<file path="src/rtl/cpc_ram512k_banker.sv">
// CPC 512K RAM expansion banker: decodes the gate-array port write and maps
// Z80 16K pages onto a 512K SRAM, disabling host RAM on expansion hits.
module cpc_ram512k_banker #(
    parameter int STROBE_CYCLES = 2
) (
    input  logic       CLK,
    input  logic       RESET_B,
    input  logic       A15,
    input  logic       A14,
    input  logic [7:0] D,
    input  logic       MREQ_B,
    input  logic       IOREQ_B,
    input  logic       RD_B,
    input  logic       WR_B,
    input  logic       M1_B,
    input  logic       RFSH_B,
    input  logic       RAMRD_B,
    input  logic       dip0,
    input  logic       dip1,
    output logic [4:0] HIADR,
    output logic       RAMCS_B,
    output logic       RAMOE_B,
    output logic       RAMWE_B,
    output logic       RAMDIS
);

    typedef enum logic [1:0] {
        IDLE     = 2'd0,
        ARM      = 2'd1,
        WAIT_REL = 2'd2
    } port_state_e;

    localparam logic [1:0] LAST_CNT = 2'(STROBE_CYCLES - 1);

    port_state_e state, state_next;
    logic [1:0]  cnt, cnt_next;
    logic        commit;
    logic        io_seen;
    logic [2:0]  cfg;
    logic [2:0]  bank;
    logic [1:0]  page;
    logic [1:0]  blk;
    logic        sel_hit;
    logic        hit;
    logic        port_det;
    logic        mem;
    logic        rd_hit;
    logic        wr_hit;
    logic        we_flag;
    logic        we_clr_n;
    logic [4:0]  hiadr_hold;

    // RAMRD_B already qualifies reads, so the raw RD_B strobe carries no extra information.
    logic unused;
    assign unused = RD_B;

    assign page     = {A15, A14};
    assign port_det = !IOREQ_B && !WR_B && M1_B && !A15 && A14 && (D[7:6] == 2'b11);

    always_comb begin
        state_next = state;
        cnt_next   = cnt;
        commit     = 1'b0;
        unique case (state)
            IDLE: begin
                if (port_det && io_seen) begin
                    if (STROBE_CYCLES == 1) begin
                        commit     = 1'b1;
                        state_next = WAIT_REL;
                    end else begin
                        cnt_next   = 2'd1;
                        state_next = ARM;
                    end
                end
            end
            ARM: begin
                if (!port_det) begin
                    cnt_next   = 2'd0;
                    state_next = IDLE;
                end else if (cnt == LAST_CNT) begin
                    commit     = 1'b1;
                    cnt_next   = 2'd0;
                    state_next = WAIT_REL;
                end else begin
                    cnt_next = cnt + 2'd1;
                end
            end
            WAIT_REL: begin
                if (IOREQ_B) state_next = IDLE;
            end
            default: state_next = IDLE;
        endcase
    end

    always_comb begin
        sel_hit = 1'b0;
        blk     = page;
        case (cfg)
            3'd1, 3'd3: begin
                sel_hit = (page == 2'd3);
                blk     = 2'd3;
            end
            3'd2: sel_hit = 1'b1;
            3'd4, 3'd5, 3'd6, 3'd7: begin
                sel_hit = (page == 2'd1);
                blk     = cfg[1:0];
            end
            default: sel_hit = 1'b0;
        endcase
    end

    assign hit    = sel_hit && dip0 && !(dip1 && (bank == 3'd0));
    assign mem    = !MREQ_B && RFSH_B;
    assign rd_hit = mem && hit && !RAMRD_B;
    assign wr_hit = mem && hit && !WR_B;

    always_ff @(posedge CLK or negedge RESET_B) begin
        if (!RESET_B) begin
            state      <= IDLE;
            cnt        <= 2'd0;
            io_seen    <= 1'b0;
            cfg        <= 3'd0;
            bank       <= 3'd0;
            hiadr_hold <= 5'd0;
        end else begin
            state <= state_next;
            cnt   <= cnt_next;
            if (IOREQ_B) io_seen <= 1'b1;
            if (commit) begin
                cfg  <= D[2:0];
                bank <= D[5:3];
            end
            // NOTE: the held address is a clocked register, not a latch on !hit.
            if (hit) hiadr_hold <= {bank, blk};
        end
    end

    // NOTE: the write flag clears asynchronously as soon as WR_B or MREQ_B rises.
    assign we_clr_n = RESET_B && !WR_B && !MREQ_B;

    always_ff @(posedge CLK or negedge we_clr_n) begin
        if (!we_clr_n) we_flag <= 1'b0;
        else if (wr_hit) we_flag <= 1'b1;
    end

    assign HIADR   = hit ? {bank, blk} : hiadr_hold;
    assign RAMCS_B = !(rd_hit || wr_hit);
    assign RAMOE_B = !rd_hit;
    assign RAMWE_B = !(we_flag && wr_hit);
    assign RAMDIS  = rd_hit || wr_hit;

endmodule

</file>
<file path="config.mk">
export PLATFORM = sky130hd
export DESIGN_NAME = cpc_ram512k_banker
export DESIGN_NICKNAME = d
export VERILOG_FILES = /design/src/rtl/cpc_ram512k_banker.sv
export SDC_FILE = /design/constraint.sdc
export NUM_CORES = 1
export LEC_CHECK = 0
export CAP_MARGIN = 20
export CORE_ASPECT_RATIO = 0.75
export CORE_MARGIN = 2
export CORE_UTILIZATION = 39
export CTS_BUF_LIST = sky130_fd_sc_hd__clkbuf_16
export CTS_CLUSTER_SIZE = 12
export DETAILED_ROUTE_END_ITERATION = 10
export PLACE_DENSITY_LB_ADDON = 0.2
export RECOVER_POWER = 100
export SYNTH_ARGS = -nofsm -noshare
export SYNTH_HDL_FRONTEND = slang
export SYNTH_SLANG_ARGS = --single-unit
</file>
<file path="constraint.sdc">
create_clock -name CLK -period 1.91 [get_ports CLK]
set_input_delay 0.4775 -clock CLK [delete_from_list [all_inputs] [get_ports CLK]]
set_output_delay 0.4775 -clock CLK [all_outputs]
set_load 0.005 [all_outputs]
</file>
==> summary.txt <==
WP data arrival: 1.95 ns
largest net degree at the start of global routing: 14
synthesized flop and latch total: 17
top cell type's share of synthesized area: 0.514
layout cells sized above 1: 0.449
clock-pin slew on the worst setup and hold paths: 0.06 ns
failing checks: negative setup slack
Power Dens Cells: 620 nW/µm²
fill count: 140
first-pass GRT wire length: 3820 µm
cell taking the most area after synthesis: dfrtp_1
sequential area share after synthesis: 0.514
Vias: 801
VDD IR max: 0.539 mV
Hold Crit Class: primary input to asynchronous set/reset pin
most frequent CP cell: buf_6
Slew HR: 0.623
initial drt markers: 28
Die W: 57.2 µm
CP Class: flip-flop to output port
Initial Util: 0.414
Non-Filler Instances: 151
Worst R2R Setup Slack: 0.10 ns
WP data required: 1.43 ns
CTS Buf Count: 3
gr ovfl total: 0
Via density: 5.30
fin nets: 149
crit-path max FO: 4
CP max stage delay: 0.40 ns
total leakage power: 0.695 nW
Worst setup EP type: output port
DR pass1 iterations: 4
worst r2r src: cfg[2]
I/O pin total: 30
RSZ-0062 raised after global routing: yes
setup ws final: -0.518 ns
DRC: 0
syn avg cell area: 12.0 µm²
die area: 2510 µm²
final setup vio count: 15
Netlist cell types: 33
origin of the worst setup path: cfg[2]
Final Cycle Share: 1.27
Worst Reg-to-Reg Cells: 7
MaxCap Viol Count: 0
Worst Skew: 0.00487 ns
synth top area cells: dfrtp_1 (51%), mux2_2 (8.2%), a31oi_4 (2.6%), nor2_1 (2.3%), a22o_1 (2.1%)
Slowest-stage cell, CP: or3b_4
placed instance area: 1260 µm²
Antenna Nets Post-Route: 0
total power: 904 µW
Synth Net Count: 90
clock tree sinks: 17
worst slew pin tran: 0.564 ns
pre-CTS WS: -0.926 ns
FMAX: 412 MHz
Die Ht: 43.9 µm
Final Hold Viols: 0
Bufs on Longest Clock Path: 2
Row Count: 14
gate count of the mapped netlist: 69
RePlAce Congestion: 0.833
Area growth, synth to finish: 76.2%
commonest non-fill, non-tap cell in the layout: buf_4
post-DP HPWL: 1590 µm
placed insts: 137
GRT Overall Usage: 0.212
initial antenna violation count: 0
worst skew pair latency: 0.25 ns
min Tclk post-route: 2.43 ns
critical path startpoint category: flip-flop
Core Area: 2000 µm²
most frequent cells in the layout: buf_4 (18), dfrtp_1 (17), clkdlybuf4s50_1 (13)
vias in the first global route: 773
clock root buffer: clkbuf_16
Slew Limit Fails: 0
critical path, cell by cell: or3b_4 -> a31oi_4 -> buf_6 -> nand2_4 -> buf_6 -> a22o_1 -> buf_2
final wirelength: 2410 µm
status: finished, violations left
post-route cell area: 1460 µm²
post-DR wirelength/cell: 16.0 µm
H-tree depth: 1
Port Buffers: 28
Inserted Diodes: 0
Syn. warnings: 0
CTS tree: built
Post-Syn Area: 827 µm²
## metrics by stage
step	TNS (ns)	hold slack, ns	util
final	-4.44	0.505	0.730
after global routing	-5.49	0.523	0.730
after CTS	-4.01	0.507	0.718
after global placement	-10.05	0.457	0.630
after floorplan	-0.0851	0.182	-
after detailed placement	-10.39	0.461	0.630
## flip-flops by register name (all words and copies together) (netlist names)
register	flops
bank	3
cfg	3
cnt	2
hiadr_hold	5
io_seen	1
state	2
we_flag	1
## final cells by class
type | count | area (µm²) | share of cell area
inverter | 2 | 7.51 | 0.00515
tap | 24 | 30.0 | 0.0206
clock buffer | 3 | 75.1 | 0.0515
multi-input combinational | 50 | 448 | 0.307
clock inverter | 1 | 7.51 | 0.00515
sequential | 17 | 425 | 0.292
timing repair buffer | 54 | 464 | 0.318
## layer usage
metal | track usage | share of wire
met5 | 0 | 0
met4 | 0.0884 | 0.011
met3 | 0.0687 | 0.054
met2 | 0.336 | 0.49
met1 | 0.271 | 0.45
## cell usage after synthesis
cell type / n
dfrtp_1: 17
nand3_2: 1
inv_1: 2
a41o_1: 1
or2_1: 1
a22o_2: 1
nor2_1: 5
or2_2: 1
a211oi_1: 1
nor2b_1: 1
a2111oi_0: 1
nand4b_1: 2
or3_1: 2
nand3_1: 1
a31oi_4: 1
or3b_4: 1
nor4_2: 1
nand2b_1: 2
a31oi_1: 1
mux2_2: 6
o211a_1: 1
and2_1: 1
a211o_1: 1
or4b_1: 1
nand2_2: 1
o41ai_1: 1
a21oi_1: 2
o21ai_0: 2
nand3b_1: 2
a22o_1: 2
nand2_1: 4
mux2_4: 1
nand4bb_1: 1
## repair_timing
| action | CTS | global route |
|---|---|---|
| pin swaps | 8 | 3 |
| hold buffers | 0 | 0 |
| setup endpoints to repair | 16 | 17 |
| buffers inserted | 8 | 2 |
| gates resized for setup | 55 | 6 |
## cell families (layout without fill, tap and decap cells)
logic type / after synthesis / after routing / synth area share
buf+inv: 2 / 60 / 0.00908
mux: 7 / 7 / 0.0998
flops: 17 / 17 / 0.514
compound gates: 15 / 15 / 0.156
simple gates: 28 / 28 / 0.221
## final timing paths
check                                endpoint
max in group asynchronous             bank[2]
worst max register to register  hiadr_hold[4]
worst min-delay path                  we_flag
worst min register to register  hiadr_hold[1]
min in group CLK                hiadr_hold[1]
worst max-delay path                 HIADR[2]
## report_power, final
part / leakage, nW / internal [mW] / switching [mW]
clock: 0.0371 / 0.283 / 0.146
combinational: 0.432 / 0.0605 / 0.0404
sequential: 0.227 / 0.368 / 0.00651
## critical path: cells and delay by family, from the launching register on
family / cells / cell delay [ns]
buffers and inverters: 3 / 0.39
AND/OR/NAND/NOR: 2 / 0.47
flip-flops: 1 / 0.39
AO/OA/AOI/OAI: 2 / 0.44
No activity file was read; power rests on OpenSTA's default activity.
